File: config.mk
export PLATFORM = sky130hd
export DESIGN_NAME = digdar_capture_seq
export DESIGN_NICKNAME = d
export VERILOG_FILES = /design/src/rtl/digdar_seq_pkg.sv /design/src/rtl/digdar_pulse_meta.sv /design/src/rtl/digdar_capture_seq.sv
export SDC_FILE = /design/constraint.sdc
export NUM_CORES = 1
export LEC_CHECK = 0
export ABC_AREA = 1
export BUFFER_PORTS_ARGS = -buffer_cell sky130_fd_sc_hd__buf_4
export CORE_ASPECT_RATIO = 1.2
export CORE_MARGIN = 5
export CORE_UTILIZATION = 35
export DETAILED_ROUTE_END_ITERATION = 10
export GPL_TIMING_DRIVEN = 0
export HOLD_SLACK_MARGIN = 0.1
export PLACE_DENSITY_LB_ADDON = 0.08
export SLEW_MARGIN = 10
export SYNTH_ARGS = -nofsm -noshare
export SYNTH_HDL_FRONTEND = slang
export SYNTH_HIERARCHICAL = 1
export SYNTH_SLANG_ARGS = --single-unit
File: constraint.sdc
create_clock -name adc_clk_i -period 6.51 [get_ports adc_clk_i]
set_clock_uncertainty 0.1 [all_clocks]
set_input_delay 1.302 -clock adc_clk_i [delete_from_list [all_inputs] [get_ports adc_clk_i]]
set_output_delay 1.302 -clock adc_clk_i [all_outputs]
set_load 0.01 [all_outputs]
File: src/rtl/digdar_seq_pkg.sv
// Shared types for the digdar per-pulse capture sequencer: FSM state encoding
// and the scope trigger-source codes driven onto the scope bus.
package digdar_seq_pkg;

  typedef enum logic [2:0] {
    IDLE = 3'd0,
    ARM  = 3'd1,
    WAIT = 3'd2,
    CAP  = 3'd3,
    RDY  = 3'd4
  } seq_state_e;

  localparam logic [3:0] TRIG_SRC_NONE  = 4'd0;
  localparam logic [3:0] TRIG_SRC_RADAR = 4'd2;

endpackage

File: src/rtl/digdar_pulse_meta.sv
// Per-pulse metadata: free-running clock stamp, ACP-since-ARP and ARP counters,
// snapshotted into output registers on latch_i (the accepted radar trigger).
module digdar_pulse_meta #(
  parameter int CLK_W = 32,
  parameter int ACP_W = 16,
  parameter int ARP_W = 16
) (
  input  logic             clk_i,
  input  logic             rst_i,
  input  logic             acp_trig_i,
  input  logic             arp_trig_i,
  input  logic             latch_i,
  output logic [CLK_W-1:0] stamp_o,
  output logic [ACP_W-1:0] acp_o,
  output logic [ARP_W-1:0] arp_o
);

  logic [CLK_W-1:0] clk_cnt_q;
  logic [ACP_W-1:0] acp_cnt_q;
  logic [ARP_W-1:0] arp_cnt_q;
  logic [CLK_W-1:0] stamp_q;
  logic [ACP_W-1:0] acp_q;
  logic [ARP_W-1:0] arp_q;

  always_ff @(posedge clk_i or posedge rst_i) begin
    if (rst_i) begin
      clk_cnt_q <= '0;
      acp_cnt_q <= '0;
      arp_cnt_q <= '0;
      stamp_q   <= '0;
      acp_q     <= '0;
      arp_q     <= '0;
    end else begin
      clk_cnt_q <= clk_cnt_q + CLK_W'(1);
      // ARP restarts the azimuth count even if an ACP lands on the same edge
      if (arp_trig_i) begin
        acp_cnt_q <= '0;
        arp_cnt_q <= arp_cnt_q + ARP_W'(1);
      end else if (acp_trig_i) begin
        acp_cnt_q <= acp_cnt_q + ACP_W'(1);
      end
      if (latch_i) begin
        stamp_q <= clk_cnt_q;
        acp_q   <= acp_cnt_q;
        arp_q   <= arp_cnt_q;
      end
    end
  end

  assign stamp_o = stamp_q;
  assign acp_o   = acp_q;
  assign arp_o   = arp_q;

endmodule

File: src/rtl/digdar_capture_seq.sv
// Per-pulse capture sequencer: arm scope, wait for capture window, hold buffer
// until SW ack, re-arm. Optional watchdog enabled by DIGDAR_SEQ_TIMEOUT_EN.
module digdar_capture_seq
  import digdar_seq_pkg::*;
#(
  parameter int CLK_W = 32,
  parameter int ACP_W = 16,
  parameter int ARP_W = 16,
  parameter int TO_W  = 24
) (
  input  logic             adc_clk_i,
  input  logic             adc_rst_i,
  input  logic             seq_en_i,
  input  logic             radar_trig_i,
  input  logic             acp_trig_i,
  input  logic             arp_trig_i,
  input  logic             capturing_i,
  input  logic             sw_ack_i,
  input  logic [TO_W-1:0]  to_limit_i,
  output logic             arm_o,
  output logic             scope_rst_o,
  output logic [3:0]       trig_src_o,
  output logic             ready_o,
  output logic             busy_o,
  output logic [CLK_W-1:0] stamp_o,
  output logic [ACP_W-1:0] acp_o,
  output logic [ARP_W-1:0] arp_o,
  output logic [31:0]      missed_o,
  output logic [15:0]      timeouts_o
);

  seq_state_e  state_q, state_d;
  logic        arm_q;
  logic [3:0]  trig_src_q;
  logic        ready_q;
  logic        got_q;
  logic [31:0] missed_q;
  logic        latch;
  logic        wd_fire;

  // Only the first radar strobe of a WAIT window is accepted
  assign latch = (state_q == WAIT) && radar_trig_i && !got_q;

`ifdef DIGDAR_SEQ_TIMEOUT_EN
  logic [TO_W-1:0] wd_q;
  logic            srst_q;
  logic [15:0]     to_cnt_q;

  assign wd_fire = ((state_q == WAIT) || (state_q == CAP)) && (to_limit_i != '0) &&
                   (({1'b0, wd_q} + (TO_W+1)'(1)) >= {1'b0, to_limit_i});
`else
  logic unused_to;

  assign wd_fire   = 1'b0;
  assign unused_to = ^to_limit_i;
`endif

  always_comb begin
    state_d = state_q;
    unique case (state_q)
      IDLE: if (seq_en_i) state_d = ARM;
      ARM:  state_d = seq_en_i ? WAIT : IDLE;
      WAIT: begin
        if (!seq_en_i)       state_d = IDLE;
        else if (wd_fire)    state_d = ARM;
        else if (capturing_i) state_d = CAP;
      end
      // Dropping seq_en here still lets the capture drain to RDY
      CAP: begin
        if (wd_fire)           state_d = ARM;
        else if (!capturing_i) state_d = RDY;
      end
      RDY:  if (sw_ack_i) state_d = seq_en_i ? ARM : IDLE;
      default: state_d = IDLE;
    endcase
  end

  always_ff @(posedge adc_clk_i or posedge adc_rst_i) begin
    if (adc_rst_i) begin
      state_q    <= IDLE;
      arm_q      <= 1'b0;
      trig_src_q <= TRIG_SRC_NONE;
      ready_q    <= 1'b0;
      got_q      <= 1'b0;
      missed_q   <= '0;
`ifdef DIGDAR_SEQ_TIMEOUT_EN
      wd_q       <= '0;
      srst_q     <= 1'b0;
      to_cnt_q   <= '0;
`endif
    end else begin
      state_q <= state_d;
      arm_q   <= (state_q == ARM) && (state_d == WAIT);
      ready_q <= (state_d == RDY);

      if ((state_q == ARM) && (state_d == WAIT))
        trig_src_q <= TRIG_SRC_RADAR;
      else if ((state_d == IDLE) || (state_d == CAP))
        trig_src_q <= TRIG_SRC_NONE;

      if (state_q == ARM)
        got_q <= 1'b0;
      else if (latch)
        got_q <= 1'b1;

      if (radar_trig_i && !latch && (missed_q != '1))
        missed_q <= missed_q + 32'd1;

`ifdef DIGDAR_SEQ_TIMEOUT_EN
      if ((state_d != state_q) || !((state_q == WAIT) || (state_q == CAP)))
        wd_q <= '0;
      else
        wd_q <= wd_q + TO_W'(1);
      // WAIT/CAP only fall back to ARM through the watchdog
      srst_q <= ((state_q == WAIT) || (state_q == CAP)) && (state_d == ARM);
      if (((state_q == WAIT) || (state_q == CAP)) && (state_d == ARM) && (to_cnt_q != '1))
        to_cnt_q <= to_cnt_q + 16'd1;
`endif
    end
  end

  digdar_pulse_meta #(
    .CLK_W (CLK_W),
    .ACP_W (ACP_W),
    .ARP_W (ARP_W)
  ) u_meta (
    .clk_i      (adc_clk_i),
    .rst_i      (adc_rst_i),
    .acp_trig_i (acp_trig_i),
    .arp_trig_i (arp_trig_i),
    .latch_i    (latch),
    .stamp_o    (stamp_o),
    .acp_o      (acp_o),
    .arp_o      (arp_o)
  );

  assign arm_o      = arm_q;
  assign trig_src_o = trig_src_q;
  assign ready_o    = ready_q;
  assign busy_o     = (state_q != IDLE);
  assign missed_o   = missed_q;

`ifdef DIGDAR_SEQ_TIMEOUT_EN
  assign scope_rst_o = srst_q;
  assign timeouts_o  = to_cnt_q;
`else
  assign scope_rst_o = 1'b0;
  assign timeouts_o  = '0;
`endif

endmodule

==> tab_implementation.tex, run 1 <==
\begin{tabular}{lr}
\hline
Metric & Value \\
\hline
\multicolumn{2}{l}{\textbf{Yosys}} \\
Yosys top cell area share & 0.499 \\
Synthesized area & 8370 um2 \\
Count of cell types in the netlist & 33 \\
Number of enable flip-flop cells after synthesis & 0 \\
Synth Register Bits & 167 \\
Proportion of synthesized chip area in sequential cells & 0.499 \\
Yosys synthesis warning count & 6 \\
Synth area leader & sky130\_fd\_sc\_hd\_\_dfrtp\_1 \\
Synthesized instance count & 1009 \\
Most frequent cells after synthesis & 336 x sky130\_fd\_sc\_hd\_\_nand2\_1, 167 x sky130\_fd\_sc\_hd\_\_dfrtp\_1, 152 x sky130\_fd\_sc\_hd\_\_nor2\_1 \\
Post-synthesis area per instance & 8.30 um2 \\
Largest cells by area after synthesis & sky130\_fd\_sc\_hd\_\_dfrtp\_1 50\%, sky130\_fd\_sc\_hd\_\_nand2\_1 15\%, sky130\_fd\_sc\_hd\_\_nor2\_1 6.8\% \\
Count leader, synth & sky130\_fd\_sc\_hd\_\_nand2\_1 \\
Predominant post-synthesis flop cell & sky130\_fd\_sc\_hd\_\_dfrtp\_1 \\
Post-synthesis async set-or-reset flop share & 1.00 \\
\multicolumn{2}{l}{\textbf{Timing}} \\
Final number of hold-violating endpoints & 0 \\
Slew headroom & 0.588 \\
Summed negative setup slack over all endpoints & 0 ns \\
Final setup violating endpoints & 0 \\
Upper clock frequency limit & 365 MHz \\
Count of final max-slew check failures & 0 \\
Post-layout min period & 2.74 ns \\
Unrepaired setup endpoints after global routing & no \\
Share of the cycle needed by the critical path after routing & 0.421 \\
Worst slew pin tran & 0.618 ns \\
\multicolumn{2}{l}{\textbf{Setup path}} \\
Sort of element at the start of the critical path & flop \\
Crit-path max FO & 7 \\
Path type of the worst setup path & reg2out \\
Signal arrival time at the worst endpoint & 1.34 ns \\
Data required time of the worst path & 5.11 ns \\
Nature of the critical path endpoint & output port \\
\multicolumn{2}{l}{\textbf{Route}} \\
Final WL & 21000 um \\
Average wire length per cell after detail routing & 14.1 um \\
Remaining antenna violation count after routing & 0 \\
First-iteration detailed-routing DRC count & 441 \\
First-pass iteration count of the detailed router & 4 \\
Vias per std cell & 4.53 \\
Number of remaining DRC errors & 0 \\
Via count & 6752 \\
\multicolumn{2}{l}{\textbf{Die}} \\
Die Span X & 151 um \\
Initial standard-cell utilization of the core & 0.353 \\
Die outline height & 179 um \\
Count of standard-cell rows & 62 \\
CORE AREA & 23700 um2 \\
DIE AREA & 27100 um2 \\
Count of boundary I/O pins & 152 \\
\multicolumn{2}{l}{\textbf{Global route}} \\
Gr usage total & 0.161 \\
First-pass GRT wire length & 35000 um \\
Vias in the first global route & 6733 \\
Routing usage on met1 & 0.221 \\
GRT overflow & 0 \\
GRT Max-Usage Layer & met2 \\
Global routing met3 resource utilization & 0.0368 \\
Met2 Usage GRT & 0.259 \\
Number of antenna violations at the first check in global routing & 0 \\
Maximum number of pins on one net before global-route repair & 83 \\
\multicolumn{2}{l}{\textbf{Clocking}} \\
Num CTS Buffers & 17 \\
Clock Root Buffer & sky130\_fd\_sc\_hd\_\_clkbuf\_16 \\
Clock Sink Count & 167 \\
Hold-fix buffers, CTS & 0 \\
Clock transition at path regs & 0.08 ns \\
CTS tree & done \\
Resize count post-CTS & 0 \\
Count of buffers added by post-CTS timing repair for setup & 0 \\
H-tree lvl count & 4 \\
Max Buffers Root-to-Sink & 2 \\
Clock network latency to the later pin of the worst-skew pair & 0.44 ns \\
\multicolumn{2}{l}{\textbf{Pwr}} \\
Power density cells & 306 nW/um2 \\
Max IR drop VDD & 164 uV \\
Power share of the sequential group & 0.432 \\
Switching Fraction & 0.331 \\
Clock power share & 0.324 \\
Static leakage & 5.07 nW \\
Combinational fraction of design power & 0.244 \\
Cell internal power dissipation & 2.11 mW \\
Sw power & 1.05 mW \\
Power, Total & 3.15 mW \\
\multicolumn{2}{l}{\textbf{Placed design}} \\
Routability Congestion & 0.884 \\
HPWL reported at the end of detailed placement & 15700 um \\
Placed instance area & 9700 um2 \\
Port Buf Inserts & 107 \\
\multicolumn{2}{l}{\textbf{Final layout}} \\
Syn-to-layout area delta & 23.1\% \\
Number of nets in the finished design & 1192 \\
Fraction of layout instances using a drive strength above 1 & 0.213 \\
Design Area, Final & 10300 um2 \\
Number of antenna diodes & 0 \\
Count of fill cells added during filler insertion & 2458 \\
\multicolumn{2}{l}{\textbf{Status}} \\
Status & finished clean \\
\multicolumn{2}{l}{\textbf{Run}} \\
Maximum capacitance violations & 0 \\
\multicolumn{2}{l}{\textbf{Worst hold path}} \\
Hold WC Path Type & reg2reg \\
\hline
\end{tabular}
## power by group through the flow
stage          combinational, mW  sequential, mW  clock [mW]
6_report                   0.770            1.36        1.02
5_1_grt                    0.861            1.39        1.10
4_1_cts                    0.793            1.36        1.06
3_5_place_dp               0.788            1.38           0
3_3_place_gp               0.778            1.38           0
2_1_floorplan              0.358            1.43           0
## layout make-up
cell class / instances / area, um2 / area share
Sequential cell: 167 / 4180 / 0.405
Buffer: 36 / 258 / 0.0250
Clock inverter: 15 / 184 / 0.0178
Timing Repair Buffer: 109 / 851 / 0.0825
Tap cell: 320 / 400 / 0.0388
Inverter: 76 / 295 / 0.0286
Clock buffer: 17 / 425 / 0.0413
Multi-Input combinational cell: 749 / 3720 / 0.361
## logic make-up (layout without fill, tap and decap cells)
logic type,Yosys count,after routing,synth area share
AND/OR/NAND/NOR,589,589,0.303
flip-flops,167,167,0.499
buffers and inverters,112,253,0.0655
AO/OA/AOI/OAI,60,60,0.0368
XOR/XNOR,42,42,0.0439
multiplexers,34,34,0.0457
adder cells (fa/ha/maj),4,4,0.00598
other,1,20,0.000448
## worst paths after layout
check	slack (ns)	end	from	depth (start not counted)
worst min register to register	0.38	u_meta/arp_cnt_q[13]	u_meta/arp_cnt_q[13]	2
worst min-delay path	0.38	u_meta/arp_cnt_q[13]	u_meta/arp_cnt_q[13]	2
worst max register to register	4.08	u_meta/acp_o[2]	state_q[1]	7
worst max-delay path	3.77	busy_o	state_q[0]	3
max in group asynchronous	4.74	u_meta/stamp_o[16]	adc_rst_i	3
min in group asynchronous	0.69	state_q[1]	adc_rst_i	2
## cells in the final DEF, fill, tap and decap left out, drive strengths merged, types with 13 or more instances in the layout
cell	Yosys	final
nor2	175	175
buf	35	144
nand3b	14	14
a21oi	40	40
xor2	27	27
clkbuf	1	18
mux2	34	34
xnor2	15	15
inv	76	82
nand4	13	13
conb	1	20
nand2	344	344
nand3	40	40
dfrtp	167	167
o21ai	16	16
## routing by layer
| metal | up-vias | wire length (um) |
|---|---|---|
| met5 | - | 0 |
| met4 | 0 | 168 |
| met3 | 15 | 904 |
| met2 | 118 | 9950 |
| met1 | 3167 | 9970 |
| li1 | 3452 | - |
## critical path, cell delays in order, from the launching register on
cell and delay [ns]:
sky130_fd_sc_hd__dfrtp_1 0.44, sky130_fd_sc_hd__nor2_1 0.23, sky130_fd_sc_hd__nand2_1 0.09, sky130_fd_sc_hd__buf_4 0.15
## flip-flops by register name, indices dropped and copies added, names as in the netlist, 3 cells and up
signal,cells
missed_o,32
u_meta/clk_cnt_q,32
u_meta/stamp_o,32
u_meta/acp_cnt_q,16
u_meta/acp_o,16
u_meta/arp_cnt_q,16
u_meta/arp_o,16
state_q,3
## stage by stage
stage                     setup slack, ns  std cells   util  hold WS, ns
after floorplan                      1.70       1028      -        0.341
after global placement             -0.145       1455  0.406        0.352
after detailed placement             3.33       1457  0.409        0.361
after CTS                            3.74       1489  0.434        0.382
after global routing                 3.60       1489  0.434        0.417
final                                3.77       1489  0.434        0.378
No activity file was read; power rests on OpenSTA's default activity.
==> run 2, diff against run 1 <==
==> constraint.sdc (replaced) <==
create_clock -name adc_clk_i -period 2.8 [get_ports adc_clk_i]
set_clock_uncertainty 0.1 [all_clocks]
set_input_delay 0.56 -clock adc_clk_i [delete_from_list [all_inputs] [get_ports adc_clk_i]]
set_output_delay 0.56 -clock adc_clk_i [all_outputs]
set_load 0.01 [all_outputs]
==> run 2 against run 1 <==
Effect of this change: final area increased by 0.36%; first-iteration DRC count fell by 27%; die area unchanged; count of clock-buffer cells in the layout stayed put; register-to-register slack lost 3.7 ns; sequential share of layout area shrank 0.15 points; sequential power rose by 130%; wire length rose by 0.41%; via count decreased by 0.44%; highest routed layer unchanged; non-clock buffer count increased by 3.
==> tab_implementation.tex, run 2 (same netlist as run 1, synthesis figures left out) <==
\begin{tabular}{lr}
\hline
Metric & Value \\
\hline
\multicolumn{2}{l}{\textbf{Worst hold path}} \\
Worst Hold End & u\_meta/arp\_cnt\_q[0] \\
Hold path startpoint & arp\_trig\_i \\
Cell count of the worst hold path & 2 \\
Hold WC Path Type & in2reg \\
\multicolumn{2}{l}{\textbf{Pwr}} \\
Max IR drop VDD & 439 uV \\
Power density cells & 710 nW/um2 \\
Power, Total & 7.35 mW \\
Switching Fraction & 0.331 \\
Sw power & 2.44 mW \\
Static leakage & 5.08 nW \\
Cell internal power dissipation & 4.91 mW \\
Clock power share & 0.323 \\
Power share of the sequential group & 0.432 \\
Combinational fraction of design power & 0.244 \\
\multicolumn{2}{l}{\textbf{Clocking}} \\
H-tree lvl count & 4 \\
Clock Sink Count & 167 \\
Clock Root Buffer & sky130\_fd\_sc\_hd\_\_clkbuf\_16 \\
Resize count post-CTS & 0 \\
Max Buffers Root-to-Sink & 2 \\
Num CTS Buffers & 17 \\
CTS tree & done \\
Clock transition at path regs & 0.08 ns \\
Clock network latency to the later pin of the worst-skew pair & 0.43 ns \\
\multicolumn{2}{l}{\textbf{Route}} \\
First-pass iteration count of the detailed router & 4 \\
Final WL & 21100 um \\
Average wire length per cell after detail routing & 14.1 um \\
Via count & 6722 \\
Remaining antenna violation count after routing & 0 \\
Number of remaining DRC errors & 0 \\
First-iteration detailed-routing DRC count & 324 \\
Vias per std cell & 4.51 \\
\multicolumn{2}{l}{\textbf{Global route}} \\
Maximum number of pins on one net before global-route repair & 37 \\
Met2 Usage GRT & 0.256 \\
Global routing met3 resource utilization & 0.0332 \\
First-pass GRT wire length & 35100 um \\
Number of antenna violations at the first check in global routing & 0 \\
Vias in the first global route & 6761 \\
Routing usage on met1 & 0.219 \\
Gr usage total & 0.162 \\
GRT Max-Usage Layer & met2 \\
GRT overflow & 0 \\
\multicolumn{2}{l}{\textbf{Die}} \\
Initial standard-cell utilization of the core & 0.353 \\
Die outline height & 179 um \\
DIE AREA & 27100 um2 \\
Die Span X & 151 um \\
Count of boundary I/O pins & 152 \\
Count of standard-cell rows & 62 \\
CORE AREA & 23700 um2 \\
\multicolumn{2}{l}{\textbf{Setup path}} \\
Crit-path max FO & 10 \\
Data required time of the worst path & 3.00 ns \\
Nature of the critical path endpoint & flop \\
Signal arrival time at the worst endpoint & 2.57 ns \\
Sort of element at the start of the critical path & flop \\
Path type of the worst setup path & reg2reg \\
R2R cell count & 7 \\
Worst reg2reg setup slack & 0.43 ns \\
R2r startpoint & state\_q[1] \\
Worst r2r dst & u\_meta/arp\_o[12] \\
\multicolumn{2}{l}{\textbf{Placed design}} \\
Routability Congestion & 0.838 \\
HPWL reported at the end of detailed placement & 16000 um \\
Port Buf Inserts & 107 \\
Post-placement cell count & 1459 \\
\multicolumn{2}{l}{\textbf{Final layout}} \\
Syn-to-layout area delta & 23.6\% \\
Number of antenna diodes & 0 \\
Commonest non-fill, non-tap cells in the layout & 336 x sky130\_fd\_sc\_hd\_\_nand2\_1, 167 x sky130\_fd\_sc\_hd\_\_dfrtp\_1, 152 x sky130\_fd\_sc\_hd\_\_nor2\_1 \\
Flip-flop and latch area & 4180 um2 \\
Count of fill cells added during filler insertion & 2471 \\
Util after Layout & 0.436 \\
Number of nets in the finished design & 1195 \\
Most common cell after layout, fill and taps aside & sky130\_fd\_sc\_hd\_\_nand2\_1 \\
Non-filler cells in the finished layout & 1492 \\
Area used by multi-input combinational logic & 3720 um2 \\
Fraction of layout instances using a drive strength above 1 & 0.214 \\
\multicolumn{2}{l}{\textbf{Timing}} \\
Final number of hold-violating endpoints & 0 \\
Upper clock frequency limit & 421 MHz \\
Worst slew pin tran & 0.699 ns \\
Post-layout min period & 2.37 ns \\
Summed negative setup slack over all endpoints & 0 ns \\
Slew headroom & 0.533 \\
Count of final max-slew check failures & 0 \\
Final setup violating endpoints & 0 \\
Share of the cycle needed by the critical path after routing & 0.848 \\
Unrepaired setup endpoints after global routing & no \\
Hold WS & 0.232 ns \\
\multicolumn{2}{l}{\textbf{Status}} \\
Status & finished clean \\
\multicolumn{2}{l}{\textbf{Run}} \\
Maximum capacitance violations & 0 \\
\hline
\end{tabular}
-- run 2: layout make-up --
cell class	instances	area share
Sequential cell	167	0.404
Multi-Input combinational cell	749	0.359
Timing Repair Buffer	112	0.0863
Clock buffer	17	0.0411
Tap cell	320	0.0387
Inverter	76	0.0284
Buffer	36	0.0249
Clock inverter	15	0.0174
-- run 2: worst max-delay path: stages (launching register included) --
cell and delay (ns):
sky130_fd_sc_hd__dfrtp_1 0.36, sky130_fd_sc_hd__inv_1 0.07, sky130_fd_sc_hd__nor2_1 0.18, sky130_fd_sc_hd__nand2_1 0.15
sky130_fd_sc_hd__nor3_1 0.40, sky130_fd_sc_hd__buf_2 0.40, sky130_fd_sc_hd__buf_1 0.42, sky130_fd_sc_hd__a21oi_1 0.14
-- run 2: worst max path at each step --
stage,end,slack [ns],startpoint
after floorplan,u_meta/acp_cnt_q[0],0.56,adc_rst_i
after global placement,u_meta/stamp_o[19],-0.45,adc_rst_i
after detailed placement,u_meta/arp_o[12],0.35,state_q[1]
after CTS,u_meta/arp_o[12],0.35,state_q[1]
after global routing,u_meta/acp_o[7],0.19,state_q[1]
final,u_meta/arp_o[12],0.43,state_q[1]
-- run 2: per-layer routing --
metal / wire length, um / part of all wire
met5: 0 / 0
met4: 388 / 0.018
met3: 960 / 0.046
met2: 9750 / 0.46
met1: 9970 / 0.47
-- run 2: repair_timing --
| action | 4_1_cts | 5_1_grt |
|---|---|---|
| hold buffers | 1 | 0 |
| hold endpoints to repair | 5 | 0 |
| setup buffers | 0 | 0 |
-- run 2: power by group through the flow --
stage	Combinational (mW)	Clock, mW	Sequential (mW)
finish	1.79	2.38	3.17
global route	2.03	2.57	3.25
CTS	1.85	2.46	3.18
detailed placement	1.83	0	3.23
global placement	1.80	0	3.22
floorplan	0.833	0	3.32
-- run 2: through the flow --
stage / cell area, um2 / setup slack (ns)
2_1_floorplan: 8450 / 0.559
3_3_place_gp: 9650 / -0.454
3_5_place_dp: 9730 / 0.353
4_1_cts: 10300 / 0.350
5_1_grt: 10300 / 0.194
6_report: 10300 / 0.426
